`config.mk`:
```
export PLATFORM = sky130hd
export DESIGN_NAME = arb_req_ctrl
export DESIGN_NICKNAME = d
export VERILOG_FILES = /design/src/rtl/arb_req_ctrl_pkg.sv /design/src/rtl/arb_req_slot.sv /design/src/rtl/arb_req_ctrl.sv
export SDC_FILE = /design/constraint.sdc
export NUM_CORES = 1
export LEC_CHECK = 0
export CAP_MARGIN = 20
export CORE_ASPECT_RATIO = 1.75
export CORE_UTILIZATION = 37
export DETAILED_ROUTE_END_ITERATION = 8
export PLACE_DENSITY_LB_ADDON = 0.25
export SLEW_MARGIN = 20
export SYNTH_ARGS = -nofsm -noshare
export SYNTH_HDL_FRONTEND = slang
export SYNTH_SLANG_ARGS = --single-unit
export TNS_END_PERCENT = 10
```
`constraint.sdc`:
```
create_clock -name clk -period 2.6 [get_ports clk]
set_input_delay 0.26 -clock clk [delete_from_list [all_inputs] [get_ports clk]]
set_output_delay 0.26 -clock clk [all_outputs]
set_load 0.005 [all_outputs]
```
`src/rtl/arb_req_ctrl_pkg.sv`:
```
// rtl/arb_req_ctrl_pkg.sv - shared state type and width helper for arb_req_ctrl
package arb_req_ctrl_pkg;

   // Per-source request FSM states
   typedef enum logic [1:0] {
      ST_IDLE    = 2'd0,
      ST_REQ     = 2'd1,
      ST_XFER    = 2'd2,
      ST_RELEASE = 2'd3
   } slotState_e;

   // ceil(log2(n)) with a floor of 1 so two-valued ranges still get one bit
   function automatic int clog2(input int n);
      int w;
      w = 1;
      while ((1 << w) < n) w++;
      return w;
   endfunction

endpackage

```
`src/rtl/arb_req_slot.sv`:
```
// rtl/arb_req_slot.sv - one source's request FSM and tenure beat counter
module arb_req_slot
   import arb_req_ctrl_pkg::*;
#(
   parameter int MAX_BEATS = 8
) (
   input  logic clk,
   input  logic rst_n,
   input  logic srcValid,
   input  logic srcLast,
   input  logic grant,
   input  logic beatOk,     // downstream ready and no grant error this cycle
   output logic srcReady,
   output logic req,
   output logic inXfer,
   output logic isIdle
);

   localparam int               CNT_W   = clog2(MAX_BEATS + 1);
   localparam logic [CNT_W-1:0] CNT_MAX = CNT_W'(MAX_BEATS);

   slotState_e       state;
   logic [CNT_W-1:0] beatCnt;
   logic [CNT_W-1:0] cntNext;
   logic             accept;

   assign inXfer   = (state == ST_XFER);
   assign isIdle   = (state == ST_IDLE);
   assign req      = (state == ST_REQ) || (state == ST_XFER);
   assign srcReady = inXfer & grant & beatOk;
   assign accept   = srcReady & srcValid;
   assign cntNext  = beatCnt + CNT_W'(1);

   // Request / transfer / release sequencing; tenure ends on packet end or beat cap
   always_ff @(posedge clk or negedge rst_n) begin
      if (!rst_n) begin
         state   <= ST_IDLE;
         beatCnt <= '0;
      end else begin
         case (state)
            ST_IDLE: begin
               if (srcValid) state <= ST_REQ;
            end
            ST_REQ: begin
               if (grant) begin
                  state   <= ST_XFER;
                  beatCnt <= '0;
               end
            end
            ST_XFER: begin
               if (accept) begin
                  beatCnt <= cntNext;
                  if (srcLast || (cntNext == CNT_MAX)) state <= ST_RELEASE;
               end
            end
            ST_RELEASE: begin
               if (!grant) state <= ST_IDLE;
            end
            default: state <= ST_IDLE;
         endcase
      end
   end

endmodule

```
`src/rtl/arb_req_ctrl.sv`:
```
// rtl/arb_req_ctrl.sv - per-source arbiter requester with shared beat output mux
module arb_req_ctrl
   import arb_req_ctrl_pkg::*;
#(
   parameter int REQ_NUM   = 4,
   parameter int DATA_W    = 32,
   parameter int MAX_BEATS = 8
) (
   input  logic                        clk,
   input  logic                        rst_n,
   input  logic [REQ_NUM-1:0]          src_valid,
   input  logic [REQ_NUM*DATA_W-1:0]   src_data,
   input  logic [REQ_NUM-1:0]          src_last,
   output logic [REQ_NUM-1:0]          src_ready,
   output logic [REQ_NUM-1:0]          req,
   input  logic [REQ_NUM-1:0]          grant,
   output logic                        out_valid,
   output logic [DATA_W-1:0]           out_data,
   output logic                        out_last,
   output logic [clog2(REQ_NUM)-1:0]   out_src,
   input  logic                        out_ready,
   output logic                        err_grant
);

   localparam int SRC_W = clog2(REQ_NUM);

   logic [REQ_NUM-1:0] xferVec;
   logic [REQ_NUM-1:0] idleVec;
   logic               multiGrant;
   logic               idleGrant;
   logic               errNow;
   logic               beatOk;

   assign multiGrant = (grant & (grant - REQ_NUM'(1))) != '0;
   assign idleGrant  = |(grant & idleVec);
   assign errNow     = multiGrant | idleGrant;
   assign beatOk     = out_ready & ~errNow;

   for (genvar i = 0; i < REQ_NUM; i++) begin : g_slot
      arb_req_slot #(
         .MAX_BEATS (MAX_BEATS)
      ) u_slot (
         .clk      (clk),
         .rst_n    (rst_n),
         .srcValid (src_valid[i]),
         .srcLast  (src_last[i]),
         .grant    (grant[i]),
         .beatOk   (beatOk),
         .srcReady (src_ready[i]),
         .req      (req[i]),
         .inXfer   (xferVec[i]),
         .isIdle   (idleVec[i])
      );
   end

   // Forward the granted, transferring source; nothing passes on a bad grant
   always_comb begin
      out_valid = 1'b0;
      out_data  = '0;
      out_last  = 1'b0;
      out_src   = '0;
      if (!errNow) begin
         for (int i = 0; i < REQ_NUM; i++) begin
            if (grant[i] && xferVec[i] && src_valid[i]) begin
               out_valid = 1'b1;
               out_data  = src_data[i*DATA_W +: DATA_W];
               out_last  = src_last[i];
               out_src   = SRC_W'(i);
            end
         end
      end
   end

   // Sticky grant protocol error, cleared only by reset
   always_ff @(posedge clk or negedge rst_n) begin
      if (!rst_n)      err_grant <= 1'b0;
      else if (errNow) err_grant <= 1'b1;
   end

endmodule
```
## Yosys cells after proc, flatten, opt, wreduce, memory -nomap -nowiden

Index checks and enable logic that the tools add are counted.

| cells by class | value |
|---|---|
| multiplexer cells | 55 |
| eq/ne operators | 36 |
| add/subtract/negate cells | 5 |
| bitwise gates (word level) | 17 |
| reduce and logical (&&, ||, !) cells | 34 |

Operator list:

| cell | number |
|---|---|
| $mux W32 | 5 |
| $mux W2 | 23 |
| $ne A2 B2 Y1 const B | 20 |
| $mux W4 | 8 |
| $pmux W2 S4 | 4 |
| $pmux W4 S2 | 4 |
| $reduce_and A5 Y1 | 4 |
| $add A4 B1 Y4 const B | 4 |
| $eq A2 B2 Y1 const B | 8 |
| $eq A4 B4 Y1 const B | 4 |
| $and A1 B1 Y1 | 13 |
| $reduce_and A3 Y1 | 4 |
| $mux W1 | 11 |
| $and A4 B4 Y4 | 2 |
| $eq A2 B1 Y1 const B | 4 |
| $logic_and A1 B1 Y1 | 8 |
| $logic_not A2 Y1 | 4 |
| $logic_or A1 B1 Y1 | 8 |
| $reduce_bool A2 Y1 | 4 |
| $reduce_bool A4 Y1 | 1 |
| $reduce_or A4 Y1 | 1 |
| $sub A4 B1 Y4 const B | 1 |
| $not A1 Y1 | 1 |
| $or A1 B1 Y1 | 1 |

| word-level totals | value |
|---|---|
| bits of input ports | 143 |
| bits in registers | 25 |

## Depth between registers and ports, before layout

Gate-level depths: netlist of run 1.

| logic depth | value |
|---|---|
| depth in word-level cells | 10 |
| gate-level depth with buffers | 9 |
| depth with buffers taken out | 7 |

## By module

A second synthesis of run 1 with hierarchy kept.

| unflattened totals | value |
|---|---|
| cells, all modules | 342 |
| area total of the unflattened synthesis | 2902.8 µm² |

Modules (own cells, without submodules):

| module | seq. area each (µm²) | times used | area an instance (µm²) | cells an instance |
|---|---|---|---|---|
| arb_req_slot at g_slot[1].u_slot ... | 150.1 | 3 | 425.4 | 42 |
| arb_req_ctrl | 25.0 | 1 | 1216.2 | 175 |
| arb_req_slot at g_slot[0].u_slot | 150.1 | 1 | 410.4 | 41 |

## Worst setup path before layout of run 1

OpenSTA, ideal clock, no wires.

| path | value |
|---|---|
| kind | reg-to-reg |
| start | register g_slot[0].u_slot.state[0] |
| end | register g_slot[0].u_slot.state[1] |
| path slack | 179 ps |
| clock period less this slack | 2421 ps |
| arrival time | 2297 ps |
| cell stages (with the launch flop) | 8 |
| data required time | 2475 ps |
| cells stage by stage | dfrtp_1 -> inv_1 -> ha_1 -> or4_4 -> o21a_4 -> or3_4 -> a211oi_2 -> mux2_2 |

| between the ends | value |
|---|---|
| longest elaborated chain between the ends | 10 |
| elaborated cells between the ends (all ways) | 19 |
| those cells by class | 8 x eq/ne; 1 x mux; 7 x bitwise; 3 x reduce/logical |

RTL lines:

| element | line | source |
|---|---|---|
| from (decl) | arb_req_slot.sv:22 | `slotState_e state;` |
| from (signal assigned) | arb_req_slot.sv:37 | `state <= ST_IDLE;` |
| from (signal assigned) | arb_req_slot.sv:42 | `if (srcValid) state <= ST_REQ;` |
| from (signal assigned) | arb_req_slot.sv:46 | `state <= ST_XFER;` |
| $logic_not A2 Y1 | arb_req_slot.sv:28, arb_req_slot.sv:40 |  |
| $and A4 B4 Y4 | arb_req_ctrl.sv:35 | `assign idleGrant = \|(grant & idleVec);` |
| $reduce_or A4 Y1 | arb_req_ctrl.sv:35 |  |
| $or A1 B1 Y1 | arb_req_ctrl.sv:36 | `assign errNow = multiGrant \| idleGrant;` |
| $not A1 Y1 | arb_req_ctrl.sv:37 | `assign beatOk = out_ready & ~errNow;` |
| $and A1 B1 Y1 | arb_req_ctrl.sv:37 |  |
| $and A1 B1 Y1 | arb_req_slot.sv:30 | `assign srcReady = inXfer & grant & beatOk;` |
| $and A1 B1 Y1 | arb_req_slot.sv:31 | `assign accept = srcReady & srcValid;` |
| $ne A2 B2 Y1 (no source line) | n/a |  |
| $reduce_and A5 Y1 (no source line) | n/a |  |

Several ways; a longest one is shown, not always the timed one.
A chain may end at the register's enable or synchronous reset.

## Worst setup path in the final report of run 1

| path | value |
|---|---|
| start | register g_slot[0].u_slot.state[1] |
| end | output port out_data[17] |

| between the ends | value |
|---|---|
| longest elaborated chain between the ends | 8 |
| elaborated cells between the ends (all ways) | 12 |
| those cells by class | 1 x eq/ne; 5 x mux; 2 x bitwise; 4 x reduce/logical |

RTL lines:

| element | line | source |
|---|---|---|
| $eq A2 B2 Y1 | arb_req_slot.sv:27 | `assign inXfer = (state == ST_XFER);` |
| $logic_and A1 B1 Y1 (2 in a row) | arb_req_ctrl.sv:64 | `if (grant[i] && xferVec[i] && src_valid[i]) begin` |
| $mux W32 (4 in a row) | arb_req_ctrl.sv:64 |  |
| $mux W32 * | arb_req_ctrl.sv:62 | `if (!errNow) begin` |
| to (decl) | arb_req_ctrl.sv:18 | `output logic [DATA_W-1:0] out_data,` |

Every way passes the cells marked *; elsewhere a longest branch is shown, timed or not.

==> results of run 1 <==
==> layer usage <==
layer | up-vias | track usage | wire (µm)
met5 | - | 0 | 0
met4 | 0 | 0.153 | 445
met3 | 31 | 0.110 | 1520
met2 | 195 | 0.541 | 6460
met1 | 1824 | 0.355 | 4620
li1 | 1791 | - | -
==> sequential cells by signal, indices dropped and copies added, names as in the netlist <==
signal and cells:
g_slot.u_slot.beatCnt 16, g_slot.u_slot.state 8, err_grant 1
==> cell families after synthesis <==
kind of cell	after synthesis	share of synthesized area
DFF	25	0.224
adders and majority gates	24	0.108
and+or+nand+nor	140	0.248
muxes	7	0.0278
xor gates and xnor gates	2	0.00628
buffers and inverters	44	0.0704
AOI/OAI and AO/OA	111	0.316
==> through the flow <==
stage	TNS [ps]	instances	area, µm²
after floorplan	0	353	2790
after global placement	-1680	628	4960
after detailed placement	-2030	628	4960
after CTS	-619	635	5100
after global routing	-584	640	5190
final	0	640	5190
==> cells in the mapped netlist, types with 3 or more instances <==
master,n
o22ai_1,33
nand2b_1,8
and3_1,5
nor3b_1,4
buf_4,8
a221o_1,8
nor2_1,19
nor3_1,39
o211ai_1,3
dfrtp_1,25
ha_1,24
nand2_1,36
mux2_2,6
a21oi_1,8
nand3_1,15
clkbuf_1,25
nand4_1,4
o32a_1,4
a221oi_1,33
inv_1,10
==> what timing repair did <==
action | CTS | global route
setup endpoints to repair | 40 | 40
pin swaps | 1 | 4
buffers inserted | 2 | 5
hold endpoints to repair | 0 | 0
resized for setup | 87 | 41
cloned | 1 | 0
==> worst max-delay path, cell delays in order, from the launching register on <==
cell and delay, ps:
dfrtp_1 340, inv_1 70, ha_2 180, or4_4 550, o21ai_4 110, nand3_4 140
buf_12 180, buf_12 150, nor3_1 170, buf_2 150
==> layout make-up <==
cell class / instances / area share
repair buffers: 231 / 0.427
clock inverters: 1 / 0.00145
inverters: 10 / 0.00723
multi-input cells: 284 / 0.409
well taps: 86 / 0.0207
flip-flops and latches: 25 / 0.120
clock buffers: 3 / 0.0145
==> power by group through the flow <==
| stage | clock network, mW | registers (mW) | logic, mW |
|---|---|---|---|
| 2_1_floorplan | 0 | 0.576 | 1.30 |
| 3_3_place_gp | 0 | 0.582 | 2.15 |
| 3_5_place_dp | 0 | 0.591 | 2.22 |
| 4_1_cts | 0.372 | 0.585 | 2.28 |
| 5_1_grt | 0.384 | 0.603 | 2.60 |
| 6_report | 0.365 | 0.590 | 2.38 |
==> worst paths after layout <==
| check | end | cells past startpoint | slack (ps) |
|---|---|---|---|
| max | out_data[17] | 9 | 20 |
| min | g_slot[3].u_slot.state[0] | 2 | 360 |
| max reg2reg | g_slot[0].u_slot.state[1] | 8 | 30 |
| min reg2reg | err_grant | 1 | 480 |
| max in group asynchronous | g_slot[2].u_slot.state[0] | 2 | 1970 |
| min in group clk | err_grant | 1 | 480 |
==> results.md, run 1 <==
* Clk sinks at 25
* TritonRoute pass-1 iters at 4
* Peak supply drop at 0.653 mV
* GPL Wtd Cong at 0.896
* Netlist cell types at 48
* CTS HTree Levels at 1
* Crit path launch: g_slot[0].u_slot.state[1]
* Logic pwr share at 0.714
* Unrepaired setup endpoints after global routing: true
* Reg2reg start: g_slot[0].u_slot.state[1]
* Arr. time, crit path at 2320 ps
* Share of flip-flops with an asynchronous set or reset at 1.00
* Commonest non-fill, non-tap cells in the layout: clkdlybuf4s50_1 (147), nand2_1 (35), buf_4 (35), o22ai_1 (31), a221oi_1 (30)
* DRT iter0 DRCs at 363
* Synth area leader: dfrtp_1
* Worst-Skew Late Latency at 270 ps
* Yosys reg bits at 25
* Slew margin rel. at 0.700
* Number of remaining DRC errors at 0
* Sequential share of power at 0.177
* Synth warn at 0
* Bufs on Longest Clock Path at 2
* Post-Syn Area per Cell at 7.91 µm²
* CTS Buf Count at 3
* Layout cells sized above 1 at 0.199
* Die ar. at 7910 µm²
* Root Buffer: clkbuf_16
* Sw frac at 0.439
* Layout Utilization at 0.718
* Reg area at 626 µm²
* Routed WL at 13.1 mm
* Nature of the critical path startpoint: flop
* Clock Power Share at 0.109
* Final hold vios at 0
* Fillers at 593
* Setup crit end kind: output pin
* Syn_nets at 520
* Port bufs at 187
* CTS Hold Bufs at 0
* Worst setup path class: reg -> out
* Area of the core at 7230 µm²
* Post-layout worst setup margin at 20.8 ps
* Net count, final at 722
* Main synth FF type: dfrtp_1
* Die height at 117 µm
* Final worst-path cycle share at 0.992
* Largest net degree at the start of global routing at 37
* Top cells by area, synth: dfrtp_1 (22%), ha_1 (11%), a221oi_1 (10%)
* Vias at 3841
* Number of synthesized flops with an enable pin at 0
* # setup viols final at 0
* Io pins at 188
* Max Clk Rate at 388 MHz
* Final clock skew at 3.99 ps
* Synth-to-Final Area Change at 86.1%
* GRT overflow at 0
* Syn Inst Count at 353
* PnR Total Power at 3.34 mW
* Outcome: finished, final reports clean
* Final period demand of the worst path at 2580 ps
* Slew @ Worst Pin at 450 ps
* Place WS at -159 ps
* Post-synth top area share at 0.224
* Post-DP HPWL at 9.96 mm
* CTS tree: done
* Max-slew violations at 0
* Row count at 41
* Die W at 67.7 µm
* Antenna Violating Nets Remaining at 0
* Crit Path Max Fanout at 10
* Min Hold Slack at 358 ps
* Cell Int Power at 1.87 mW
* First-pass GRT wire length at 18.8 mm
* HP Class: in -> async
* Initial antenna violation count at 0
* WP data required at 2340 ps
* Post-Syn Area at 2790 µm²
* Vias in the first global route at 3773
* Max-cap violation count at 0
* Total power per unit cell area at 642 nW/µm²
* Via density at 6.00
* Multi-input logic area at 2120 µm²
* Switching power at 1.47 mW
* Leakage power at 2.21 nW
* Initial Util at 0.386
* Antenna Diode Count at 0
* Routed WL per cell at 20.4 µm
* Post-synthesis sequential area ratio at 0.224
* Total track usage at 0.323
* Worst-path clk slew at 70 ps
* Most common cell after layout, fill and taps aside: clkdlybuf4s50_1
Power figures use the tool's default switching activity.
==> inputs of run 2 (changes only) <==
--- a/config.mk
+++ b/config.mk
@@ -10,7 +10,6 @@
 export CORE_UTILIZATION = 37
 export DETAILED_ROUTE_END_ITERATION = 8
 export PLACE_DENSITY_LB_ADDON = 0.25
-export SLEW_MARGIN = 20
 export SYNTH_ARGS = -nofsm -noshare
 export SYNTH_HDL_FRONTEND = slang
 export SYNTH_SLANG_ARGS = --single-unit
==> results of run 2 <==
The final DEF is identical to that of run 1; final timing and power are the same.
==> inputs of run 3 (changes only) <==
--- a/config.mk
+++ b/config.mk
@@ -7,7 +7,9 @@
 export LEC_CHECK = 0
 export CAP_MARGIN = 20
 export CORE_ASPECT_RATIO = 1.75
+export CORE_MARGIN = 8
 export CORE_UTILIZATION = 37
+export CTS_BUF_LIST = sky130_fd_sc_hd__clkbuf_4
 export DETAILED_ROUTE_END_ITERATION = 8
 export PLACE_DENSITY_LB_ADDON = 0.25
 export SYNTH_ARGS = -nofsm -noshare
==> run 3 against run 2 <==
The flow now finishes with violations (setup timing). First-iteration DRC count fell by 33%. Fmax shrank 3.8%. Design area increased by 8.2%. Core utilization is 3.5 points higher. Non-clock buffer count is 16 higher. Clock power is 42% lower. Combinational power increased by 21%. Sequential share of layout area is 0.91 points lower. Register-to-register slack improved by 20 ps. Sequential cell count is the same. Highest routed layer unchanged.
==> results.md, run 3 (synthesis results as in run 1) <==
* First-pass GRT wire length at 21.5 mm
* Unrepaired setup endpoints after global routing: true
* Worst-Skew Late Latency at 350 ps
* Leakage power at 2.29 nW
* Io pins at 188
* Vias in the first global route at 4066
* Worst path slowest cell: or4_4
* Layout cells sized above 1 at 0.316
* Root Buffer: clkbuf_4
* Routed WL per cell at 24.6 µm
* Setup crit end kind: output pin
* Total power per unit cell area at 651 nW/µm²
* Worst setup path class: reg -> out
* Net count, final at 738
* Reg-to-Reg End: g_slot[0].u_slot.state[1]
* Final period demand of the worst path at 2680 ps
* Synth-to-Final Area Change at 101%
* Largest net degree at the start of global routing at 26
* TritonRoute pass-1 iters at 4
* Initial Util at 0.374
* Commonest non-fill, non-tap cells in the layout: clkdlybuf4s50_1 (147), buf_4 (45), nand2_1 (35), o22ai_1 (33), buf_2 (31)
* Number of remaining DRC errors at 0
* HP Class: in -> async
* Max Clk Rate at 373 MHz
* Design area at 5620 µm²
* Max-cap violation count at 0
* GPL Wtd Cong at 0.929
* Critical path's largest stage delay at 550 ps
* Die height at 131 µm
* CTS HTree Levels at 1
* Placed inst area at 4980 µm²
* Worst-path clk slew at 150 ps
* Most common cell after layout, fill and taps aside: clkdlybuf4s50_1
* Slew margin rel. at 0.667
* Die W at 81.7 µm
* Die ar. at 10700 µm²
* Post-layout worst setup margin at -81.5 ps
* Final clock skew at 4.84 ps
* Post-DP HPWL at 11.2 mm
* Arr. time, crit path at 2420 ps
* CP bufs+invs at 3
* CP top delay family: simple AND/OR/NAND/NOR gates
* Row count at 42
* Nature of the critical path startpoint: flop
* GRT overflow at 0
* DRT iter0 DRCs at 244
* CTS Buf Count at 3
* WP data required at 2340 ps
* Via density at 6.18
* # setup viols final at 31
* Peak supply drop at 0.713 mV
* Area of the core at 7460 µm²
* Non-Filler Instances at 659
* Top Registers: g_slot.u_slot.beatCnt: 16 flops, g_slot.u_slot.state: 8 flops, err_grant: 1 flops
* Slew @ Worst Pin at 500 ps
* Port bufs at 187
* Initial antenna violation count at 1
* Failing checks: setup timing
* Critical-path cell list: inv_2 > ha_4 > or4_4 > o21ai_4 > nand3_4 > buf_12 > nor3_2 > clkdlybuf4s15_2
* Max-slew violations at 0
* Routed WL at 16.2 mm
* Bufs on Longest Clock Path at 2
* Final worst-path cycle share at 1.03
* Max reg flops at 16
* Reg with most FFs: g_slot.u_slot.beatCnt
* Dpl cells at 638
* Clk sinks at 25
* CTS tree: done
* Total track usage at 0.259
* Final hold vios at 0
* Reg2reg setup slack at 50 ps
* R2R depth at 8
* Antenna Violating Nets Remaining at 0
* Vias at 4075
* Crit Path Max Fanout at 5
* Crit path launch: g_slot[0].u_slot.state[1]
* Reg2reg start: g_slot[0].u_slot.state[1]
* Outcome: finished with violations
run 3: cell types whose count changed in the layout (fill, tap and decap cells not counted), sizes merged:
cell,change
buf,+35
dlygate4sd2,-9
dlymetal6s2s,-4
clkbuf,-3
clkdlybuf4s15,-2
clkinvlp,-1
diode,+1
run 3: repair_timing:
item / in CTS / in global routing
pin swaps: 7 / 25
hold endpoints to repair: 0 / 0
buffers inserted: 5 / 4
hold buffers: 0 / 0
cloned: 3 / 4
gates resized for setup: 164 / 76
endpoints found under the setup margin: 40 / 37
run 3: where the power goes:
group	switching (mW)	internal (mW)	total [mW]
sequential	0.0909	0.486	0.577
combinational	1.46	1.41	2.87
clock	0.139	0.0711	0.210
run 3: worst max path at each step:
stage,endpoint,slack [ps],cells past startpoint
3_5_place_dp,out_data[4],-160,7
3_3_place_gp,out_data[6],-80,7
2_1_floorplan,g_slot[0].u_slot.state[1],180,7
4_1_cts,out_data[21],-130,9
5_1_grt,out_data[26],-160,8
6_report,out_data[26],-80,8
run 3: routing by layer:
layer	routed length, µm	global-route usage
met5	0	0
met4	713	0.119
met3	1690	0.0555
met2	8410	0.467
met1	5360	0.275
run 3: layout make-up:
class | instances | area (µm²)
Fill cell | 509 | 1840
Clock buffer | 4 | 30.0
Sequential cell | 25 | 626
Tap cell | 88 | 110
Antenna cell | 1 | 2.50
Timing Repair Buffer | 247 | 2360
Multi-Input combinational cell | 284 | 2460
Inverter | 10 | 37.5
run 3: worst reg2reg max path, stage by stage (launching register included):
cell and delay (ps):
dfrtp_1 400, inv_2 60, ha_4 160, or4_4 550, buf_4 160, o21a_4 110, or3_4 400, a211oi_4 250
mux2_2 360
run 3: metrics by stage:
step	utilization	power (mW)	setup TNS (ps)	setup slack, ps	hold WS [ps]
after CTS	0.694	3.26	-1280	-131	271
after detailed placement	0.668	2.87	-3340	-157	482
final	0.753	3.66	-1300	-81.5	267
after floorplan	-	1.88	0	179	-35.6
after global routing	0.753	3.89	-3520	-156	302
after global placement	0.668	2.77	-2090	-78.7	450
